**src/rtl/issue_bank_age_pkg.sv**
```systemverilog
// rtl/issue_bank_age_pkg.sv - shared types and ROB ordering helper for the issue bank
package issue_bank_age_pkg;

    localparam int ROB_IDX_MAX   = 16;
    localparam int DEF_ROB_WIDTH = 6;
    localparam int DEF_PREG      = 7;
    localparam int DEF_DATA      = 64;
    localparam int DEF_SRC       = 2;

    typedef struct packed {
        logic                     dir;
        logic [DEF_ROB_WIDTH-1:0] idx;
    } rob_idx_t;

    typedef struct packed {
        logic [DEF_SRC-1:0]          src_v;
        logic [DEF_SRC*DEF_PREG-1:0] src_p;
        logic                        we;
        logic [DEF_PREG-1:0]         rd;
        rob_idx_t                    rob_idx;
        logic [DEF_DATA-1:0]         data;
    } issue_entry_t;

    // True when a is strictly older than b; idx fields are zero-extended by the caller.
    function automatic logic rob_older(input logic dir_a, input logic [ROB_IDX_MAX-1:0] idx_a,
                                       input logic dir_b, input logic [ROB_IDX_MAX-1:0] idx_b);
        return (dir_a ^ dir_b) ^ (idx_a < idx_b);
    endfunction

endpackage

```
**src/rtl/issue_bank_age_age_matrix.sv**
```systemverilog
// rtl/issue_bank_age_age_matrix.sv - age matrix tracking enqueue order and picking the oldest ready entry
module issue_bank_age_age_matrix
    import issue_bank_age_pkg::*;
#(
    parameter int DEPTH = 16
) (
    input  logic             clk,
    input  logic             rst,
    input  logic             enq_en,
    input  logic [DEPTH-1:0] enq_slot,
    input  logic [DEPTH-1:0] valid,
    input  logic [DEPTH-1:0] ready,
    output logic [DEPTH-1:0] sel
);

    // old_q[i][j] = 1: entry i was enqueued after entry j (i is younger)
    logic [DEPTH-1:0] old_q [DEPTH];

    // New entry is younger than every resident entry; nobody is younger than it yet.
    always_ff @(posedge clk) begin
        if (rst) begin
            for (int i = 0; i < DEPTH; i++) old_q[i] <= '0;
        end else if (enq_en) begin
            for (int i = 0; i < DEPTH; i++) begin
                if (enq_slot[i]) old_q[i] <= valid & ~enq_slot;
                else             old_q[i] <= old_q[i] & ~enq_slot;
            end
        end
    end

    // Pick the ready entry that is not younger than any other ready entry.
    always_comb begin
        sel = '0;
        for (int i = 0; i < DEPTH; i++) sel[i] = ready[i] & ~|(ready & old_q[i]);
    end

endmodule

```
**src/rtl/issue_bank_age.sv**
```systemverilog
// rtl/issue_bank_age.sv - issue queue bank with wakeup, oldest-ready select and redirect flush
module issue_bank_age
    import issue_bank_age_pkg::*;
#(
    parameter int DATA_WIDTH = 64,
    parameter int DEPTH      = 16,
    parameter int SRC_NUM    = 2,
    parameter int WB_SIZE    = 4,
    parameter int PREG_WIDTH = 7,
    parameter int ROB_WIDTH  = 6
) (
    input  logic                          clk,
    input  logic                          rst,
    input  logic                          enq_valid,
    output logic                          enq_ready,
    input  logic [SRC_NUM-1:0]            enq_src_v,
    input  logic [SRC_NUM*PREG_WIDTH-1:0] enq_src_p,
    input  logic                          enq_we,
    input  logic [PREG_WIDTH-1:0]         enq_rd,
    input  logic [ROB_WIDTH:0]            enq_rob_idx,
    input  logic [DATA_WIDTH-1:0]         enq_data,
    input  logic [WB_SIZE-1:0]            wb_valid,
    input  logic [WB_SIZE*PREG_WIDTH-1:0] wb_rd,
    input  logic                          redirect,
    input  logic [ROB_WIDTH:0]            redirect_idx,
    output logic                          iss_valid,
    input  logic                          iss_ready,
    output logic [SRC_NUM*PREG_WIDTH-1:0] iss_src_p,
    output logic                          iss_we,
    output logic [PREG_WIDTH-1:0]         iss_rd,
    output logic [ROB_WIDTH:0]            iss_rob_idx,
    output logic [DATA_WIDTH-1:0]         iss_data,
    output logic [$clog2(DEPTH+1)-1:0]    count
);

    localparam int CW = $clog2(DEPTH+1);

    logic [DEPTH-1:0]              valid_q;
    logic [SRC_NUM-1:0]            src_v_q  [DEPTH];
    logic [SRC_NUM*PREG_WIDTH-1:0] src_p_q  [DEPTH];
    logic                          we_q     [DEPTH];
    logic [PREG_WIDTH-1:0]         rd_q     [DEPTH];
    logic [ROB_WIDTH:0]            rob_q    [DEPTH];
    logic [DATA_WIDTH-1:0]         data_q   [DEPTH];

    logic [SRC_NUM-1:0] src_v_wk [DEPTH];
    logic [SRC_NUM-1:0] enq_src_v_wk;
    logic [DEPTH-1:0]   ready, keep, sel, free_oh;
    logic               enq_fire, iss_fire, found;
    logic [ROB_IDX_MAX-1:0] idx_e, idx_r;

    function automatic logic wake_hit(input logic [PREG_WIDTH-1:0] tag);
        logic hit = 1'b0;
        for (int j = 0; j < WB_SIZE; j++)
            hit |= wb_valid[j] & (wb_rd[j*PREG_WIDTH +: PREG_WIDTH] == tag);
        return hit;
    endfunction

    assign enq_ready = ~&valid_q;
    assign enq_fire  = enq_valid & enq_ready & ~redirect;
    assign iss_valid = |ready & ~redirect;
    assign iss_fire  = iss_valid & iss_ready;

    // Lowest-index free slot for the next enqueue.
    always_comb begin
        free_oh = '0;
        found   = 1'b0;
        for (int i = 0; i < DEPTH; i++) begin
            if (!valid_q[i] && !found) begin
                free_oh[i] = 1'b1;
                found      = 1'b1;
            end
        end
    end

    // Wakeup (resident and enqueue bypass), readiness and redirect survival per entry.
    always_comb begin
        idx_r = '0;
        idx_r[ROB_WIDTH-1:0] = redirect_idx[ROB_WIDTH-1:0];
        for (int k = 0; k < SRC_NUM; k++)
            enq_src_v_wk[k] = enq_src_v[k] | wake_hit(enq_src_p[k*PREG_WIDTH +: PREG_WIDTH]);
        for (int i = 0; i < DEPTH; i++) begin
            for (int k = 0; k < SRC_NUM; k++)
                src_v_wk[i][k] = src_v_q[i][k] | wake_hit(src_p_q[i][k*PREG_WIDTH +: PREG_WIDTH]);
            ready[i] = valid_q[i] & (&src_v_q[i]);
            idx_e = '0;
            idx_e[ROB_WIDTH-1:0] = rob_q[i][ROB_WIDTH-1:0];
            keep[i] = rob_older(rob_q[i][ROB_WIDTH], idx_e, redirect_idx[ROB_WIDTH], idx_r);
        end
    end

    issue_bank_age_age_matrix #(.DEPTH(DEPTH)) u_age (
        .clk      (clk),
        .rst      (rst),
        .enq_en   (enq_fire),
        .enq_slot (free_oh),
        .valid    (valid_q),
        .ready    (ready),
        .sel      (sel)
    );

    // Issue payload mux driven by the one-hot oldest-ready select.
    always_comb begin
        iss_src_p   = '0;
        iss_we      = 1'b0;
        iss_rd      = '0;
        iss_rob_idx = '0;
        iss_data    = '0;
        for (int i = 0; i < DEPTH; i++) begin
            if (sel[i]) begin
                iss_src_p   |= src_p_q[i];
                iss_we      |= we_q[i];
                iss_rd      |= rd_q[i];
                iss_rob_idx |= rob_q[i];
                iss_data    |= data_q[i];
            end
        end
    end

    // Occupancy from registered valid bits only.
    always_comb begin
        count = '0;
        for (int i = 0; i < DEPTH; i++) count += CW'(valid_q[i]);
    end

    // Entry state: enqueue write, wakeup accumulation, issue free and redirect flush.
    always_ff @(posedge clk) begin
        if (rst) begin
            valid_q <= '0;
            for (int i = 0; i < DEPTH; i++) src_v_q[i] <= '0;
        end else begin
            for (int i = 0; i < DEPTH; i++) begin
                if (redirect) begin
                    valid_q[i] <= valid_q[i] & keep[i];
                    src_v_q[i] <= src_v_wk[i];
                end else if (enq_fire && free_oh[i]) begin
                    valid_q[i] <= 1'b1;
                    src_v_q[i] <= enq_src_v_wk;
                    src_p_q[i] <= enq_src_p;
                    we_q[i]    <= enq_we;
                    rd_q[i]    <= enq_rd;
                    rob_q[i]   <= enq_rob_idx;
                    data_q[i]  <= enq_data;
                end else begin
                    if (iss_fire && sel[i]) valid_q[i] <= 1'b0;
                    src_v_q[i] <= src_v_wk[i];
                end
            end
        end
    end

endmodule

```
**config.mk**
```make
export PLATFORM = sky130hd
export DESIGN_NAME = issue_bank_age
export DESIGN_NICKNAME = d
export VERILOG_FILES = /design/src/rtl/issue_bank_age_pkg.sv /design/src/rtl/issue_bank_age_age_matrix.sv /design/src/rtl/issue_bank_age.sv
export SDC_FILE = /design/constraint.sdc
export NUM_CORES = 2
export LEC_CHECK = 0
export BUFFER_PORTS_ARGS = -buffer_cell sky130_fd_sc_hd__buf_2
export CORE_MARGIN = 2
export CORE_UTILIZATION = 30
export CTS_CLUSTER_DIAMETER = 120
export CTS_CLUSTER_SIZE = 25
export DETAILED_ROUTE_END_ITERATION = 7
export PLACE_DENSITY = 0.53
export SLEW_MARGIN = 20
export SYNTH_ARGS = -nofsm -noshare
export SYNTH_HDL_FRONTEND = slang
export SYNTH_HIERARCHICAL = 1
export SYNTH_SLANG_ARGS = --single-unit
```
**constraint.sdc**
```tcl
create_clock -name clk -period 21.2 [get_ports clk]
set_input_delay 6.36 -clock clk [delete_from_list [all_inputs] [get_ports clk]]
set_output_delay 6.36 -clock clk [all_outputs]
set_load 0.1 [all_outputs]
```
# Yosys cells after proc, flatten, opt, wreduce, memory -nomap -nowiden
# Memory sizes are Yosys's and may differ from the RTL's.
# Cells that the tools add are included.
[word_totals]
regBits = 16
ramBits = 1776
in_bits = 139
out_inout_bits = 100
elab_cells = 1677
memories = 7
[classes]
n_addsub = 15
magnitude_cmp = 16
eq_ne = 136
n_mux = 723
n_bitwise = 546
n_reduce_logical = 218
[mem_list]
columns = ["memory", "words", "word_bits", "read_ports", "rd_clocked_by_memory_dff", "write_ports", "line_no", "text"]
rows = [
  ["data_q", 16, 64, 16, 0, 1, "issue_bank_age.sv:44", "logic [DATA_WIDTH-1:0] data_q [DEPTH];"],
  ["u_age.old_q", 16, 16, 16, 0, 16, "issue_bank_age_age_matrix.sv:17", "logic [DEPTH-1:0] old_q [DEPTH];"],
  ["src_p_q", 16, 14, 16, 0, 1, "issue_bank_age.sv:40", "logic [SRC_NUM*PREG_WIDTH-1:0] src_p_q [DEPTH];"],
  ["rd_q", 16, 7, 16, 0, 1, "issue_bank_age.sv:42", "logic [PREG_WIDTH-1:0] rd_q [DEPTH];"],
  ["rob_q", 16, 7, 16, 0, 1, "issue_bank_age.sv:43", "logic [ROB_WIDTH:0] rob_q [DEPTH];"],
  ["src_v_q", 16, 2, 16, 0, 16, "issue_bank_age.sv:39", "logic [SRC_NUM-1:0] src_v_q [DEPTH];"],
  ["1 more memories", "n/a", "n/a", "n/a", "n/a", "n/a", "n/a", ""],
]
[op_table]
columns = ["operator", "count"]
rows = [
  ["2-to-1 mux 64 bit", 31],
  ["OR 64 bit", 15],
  ["OR reduction 64 bit", 15],
  ["== test 7 bit", 136],
  ["bitwise AND 16 bit", 33],
  ["2-to-1 mux 16 bit", 32],
  ["2-to-1 mux 1 bit", 444],
  ["2-to-1 mux 14 bit", 31],
  ["2-to-1 mux 7 bit", 62],
  ["2-to-1 mux 4 bit", 75],
  ["OR reduction 16 bit", 17],
  ["OR 1 bit", 231],
  ["OR 14 bit", 15],
  ["OR 7 bit", 30],
  ["OR reduction 14 bit", 15],
  ["OR reduction 7 bit", 30],
  ["bitwise AND 1 bit", 188],
  ["less-than comparator 6 bit", 16],
  ["2-to-1 mux 2 bit", 48],
  ["adder 5 x 1 -> 5 bit", 11],
  ["nonzero test 3 bit", 16],
  ["logical AND 1 bit", 47],
  ["zero test 1 bit", 46],
  ["AND reduction 2 bit", 16],
  ["9 further kinds", 54],
]

# Logic depth before layout (Yosys ltp)
[logic_depth]
word_depth = 52
mapped_depth = 13
depth_no_buf = 12

# By module
# The synthesis kept the hierarchy.
[modules_own_cells]
columns = ["module", "instances", "cells_each", "area_each_um2", "seq_area_each_um2"]
rows = [
  ["issue_bank_age", 1, 4830, 70032.2, 45964.1],
  ["issue_bank_age_age_matrix", 1, 1210, 13454.2, 7687.4],
]

# Worst setup path after synthesis
# Ideal clock, no wire load.
[synth_timing]
kind = "in2reg"
from = "input port redirect"
to = "memory data_q[11][0], in the netlist data_q[1][192] (enable)"
setup_ns = 0.774
t_arrival_ns = 15.536
t_required_ns = 20.426
slack_ns = 4.890
path_stages = 3
path_buffers = 0
path_cell_list = "nand2b_1 a31o_2 nor4_1"
[synth_via]
elab_chain_cells = 23
word_cells_on_any_way = 127
cone_classes = "mux: 94; bitwise: 2; reduce/logical: 31"
[synth_lines]
columns = ["element", "line_no", "text"]
rows = [
  ["start: declaration", "issue_bank_age.sv:24", "input logic redirect,"],
  ["inverter 1 bit", "issue_bank_age.sv:60", "assign enq_fire = enq_valid & enq_ready & ~redirect;"],
  ["bitwise AND 1 bit", "issue_bank_age.sv:60", ""],
  ["logical AND 1 bit", "issue_bank_age.sv:136", "end else if (enq_fire && free_oh[i]) begin"],
  ["2-to-1 mux 1 bit", "issue_bank_age.sv:136", ""],
  ["2-to-1 mux 1 bit", "issue_bank_age.sv:133", "if (redirect) begin"],
  ["2-to-1 mux 1 bit", "issue_bank_age.sv:128", "if (rst) begin"],
  ["2-to-1 mux 1 bit (implied by the code)", "issue_bank_age.sv:143", "data_q[i] <= enq_data;"],
  ["OR reduction 64 bit (no source line)", "n/a", ""],
  ["2-to-1 mux 4 bit (no source line) / 2-to-1 mux 1 bit (equally long branches) (15 in series)", "n/a", ""],
  ["end: declaration", "issue_bank_age.sv:44", ""],
]
# Parallel ways exist; a longest one is shown, timed or not.

# Final worst setup path
[layout_timing]
from = "input port redirect"
to = "output port iss_valid"
[layout_via]
elab_chain_cells = 2
[layout_lines]
columns = ["element", "line_no", "text"]
rows = [
  ["inverter 1 bit", "issue_bank_age.sv:61", "assign iss_valid = |ready & ~redirect;"],
  ["bitwise AND 1 bit", "issue_bank_age.sv:61", ""],
  ["end: declaration", "issue_bank_age.sv:26", "output logic iss_valid,"],
]
# No other way between the ends.

==> metrics.csv <==
metric;value;unit
clock share of power;30.1;%
final wirelength;307000;um
Reg clk slew, reported paths;110;ps
Slew headroom;26.1;%
Yosys cell types;74;
switching fraction of total power;23.2;%
Max Slew Vio Count;0;
post-synth top area share;63.9;%
vias in the first global route;53160;
NetSw;1.44;mW
core area;277000;um2
H-tree depth;3;
clock latency on the worst-skew pair;790;ps
Post-DRT Antenna Nets;0;
layout cell share with drive strength beyond 1;9.87;%
MaxCap Viol Count;0;
CTS tree;yes;
Synth area leader;edfxtp_1;
Top delay family on crit path;buffers and inverters;
WS Path Type;in -> out;
Row Count;193;
endpoints failing setup;0;
TNS Setup;0;ps
internal power;4.77;mW
largest cells by area after synthesis;edfxtp_1 64%, xor2_1 5.6%, xnor2_1 4.7%, a221oi_1 4.0%, a22o_1 3.9%;
Num CTS Buffers;82;
Post-synth EDFFs;1776;
Seq pwr share;63.7;%
Syn Area/Cell;13.8;um2
# fillers;27238;
RSZ-0062 raised after global routing;false;
DR iter-0 viols;6858;
Reg2Reg Depth;9;
worst hold start;valid_q[7]$_SDFFE_PP0P_;
number of remaining DRC errors;0;
via count;55233;
Hold WC Path Type;reg -> reg;
Overall Power;6.21;mW
Die X-Extent;532;um
count leader, synth;edfxtp_1;
Buf/Inv on CP;3;
grt ovf;0;
Final Cycle Share;67.3;%
prevailing post-synth register cell;edfxtp_1;
largest net degree at the start of global routing;95;
WL/cell;31.9;um
Crit path largest cell delay;600;ps
drt first pass iters;6;
Comb pwr share;6.3;%
FF-to-FF End;data_q[1][353]$_DFFE_PP_;
die footprint;283000;um2
effective utilization at floorplan;30.2;%
register area;53700;um2
Worst Hold End;valid_q[7]$_SDFFE_PP0P_;
cell count after synthesis;6040;
most common library cells after synthesis;1,776 x edfxtp_1, 531 x xor2_1, 445 x xnor2_1, 377 x a221oi_1, 372 x a22o_1;
CP most frequent cell;buf_2;
critical path peak fanout;35;
initial antenna violation count;72;
die height;532;um
Area Growth Syn to Fin;8.37;%
pwr dens;68.7;nW/um2
Worst R2R Setup Slack;15900;ps
first-pass GRT wire length;423000;um
post-synthesis cell area;83500;um2
Pleak;28.6;nW
clk buf depth;3;
nets;6123;
area of the multi-input gates;27200;um2
gr usage total;20.8;%
Hold Buf Count CTS;0;
Worst Max-Slew Pin Slew;1100;ps
worst path cell trace;buf_2, buf_4, a21oi_1, buf_2;
Critical Path AT;7900;ps
worst reg2reg path startpoint;valid_q[1]$_SDFFE_PP0P_;
critical path data required time;14840;ps
Highest Clock Rate;70.1;MHz
DR vias/cell;5.74;
Fin Clk Skew;60.3;ps
cts repair resizes;0;
Async SR Flop Fraction;0;%
Final Hold Fails;0;
Slowest-stage cell, CP;a21oi_1;
register area share after synthesis;64.3;%
status;finished clean;
clock root buffer;clkbuf_16;
Synth Register Bits;1792;
startpoint class of the critical path;input port;
fin crit period;14260;ps
crit end category;output pin;
Detail Placement HPWL;169000;um
gpl congestion;0.852;
postcts setup bufs;0;
IO buf count;238;
Hold Crit Depth;3;
Max VDD drop;0.0000655;V
Ys Warns;6;
Sink Count;1792;
I/O pin count;239;
-- area by class of cell --
class / instances / share of cell area, %
Clock inverter: 11 / 0.212
Multi-Input combinational cell: 3558 / 30.0
Antenna cell: 12 / 0.0332
Inverter: 50 / 0.207
Sequential cell: 1792 / 59.3
Timing Repair Buffer: 402 / 2.75
Tap cell: 3705 / 5.12
Clock buffer: 96 / 2.35
-- worst register-to-register path, cell delays in order, from the launching register on --
cell     delay, ps
dfxtp_1        650
buf_4          490
ha_1           290
nand2_1        220
or4_4          560
nor3b_2        200
buf_4          270
and3_4         720
buf_4          810
buf_4          710
-- metrics by stage --
stage / cell area [um2] / instances / util, % / worst slack (ps) / hold slack (ps)
after global placement: 88100 / 9507 / 31.8 / 6960 / 528
after global routing: 90500 / 9620 / 32.7 / 6810 / 584
final: 90500 / 9626 / 32.7 / 6940 / 557
after CTS: 90400 / 9614 / 32.7 / 6980 / 557
after detailed placement: 88100 / 9507 / 31.8 / 6980 / 542
after floorplan: 83600 / 6071 / - / 4890 / 531
-- sequential cells by signal, indices dropped and copies added (netlist names) --
register / flops
src_p_q: 224
rd_q: 112
data_q: 1024
src_v_q: 32
rob_q: 112
we_q: 16
u_age/old_q: 256
valid_q: 16
-- cell families (layout without fill, tap and decap cells) --
group | count (synthesis) | after routing | share of synthesized area, %
muxes | 202 | 202 | 2.42
AOI/OAI and AO/OA | 1130 | 1130 | 11.0
xor gates and xnor gates | 976 | 976 | 10.2
and+or+nand+nor | 1120 | 1120 | 6.92
adders and majority gates | 98 | 98 | 1.56
buffers and inverters | 721 | 559 | 3.62
DFF | 1792 | 1792 | 64.3
other | 1 | 44 | 0.00449
-- cell usage in the layout, fill, tap and decap left out, types with 9 or more instances in the layout --
cell	instances
xnor2_1	445
a211oi_1	12
a41oi_1	18
o21a_1	11
dfxtp_1	16
and3_1	19
a221oi_1	377
o2111ai_1	9
nand4_1	279
nand2_1	183
ha_1	88
a22oi_1	112
nand3_1	22
xor2_1	531
o211ai_1	19
conb_1	32
a21oi_1	94
nor2_1	313
buf_4	160
nor2b_1	16
clkbuf_16	83
fa_1	10
or2_2	25
nor4_1	104
inv_1	48
a21o_1	14
clkbuf_1	13
a22o_1	372
nor3_1	54
buf_2	237
mux2i_1	201
o21ai_0	45
edfxtp_1	1776
diode_2	12
nand2b_1	26
nor4_2	18
-- how the worst max path moves through the flow --
stage,from,to,depth (start not counted)
floorplan,redirect,data_q[1][192]$_DFFE_PP_,3
detailed placement,redirect,iss_valid,4
CTS,redirect,iss_valid,4
finish,redirect,iss_valid,4
global placement,redirect,iss_valid,4
global route,redirect,iss_valid,4
-- layer usage --
layer	wire length [um]	GRT usage, %	vias to the layer above
li1	-	-	22748
met4	10500	6.77	68
met1	130000	28.8	28871
met5	431	0	-
met3	29200	4.78	579
met2	137000	32.2	2967
-- power groups by stage --
stage | clock network, mW | registers (mW) | logic [mW]
floorplan | 0 | 4.03 | 0.234
global placement | 0 | 4.03 | 0.374
detailed placement | 0 | 4.04 | 0.382
CTS | 1.90 | 3.95 | 0.383
global route | 2.01 | 3.96 | 0.412
finish | 1.87 | 3.96 | 0.390
(Power assumes the default switching activity.)
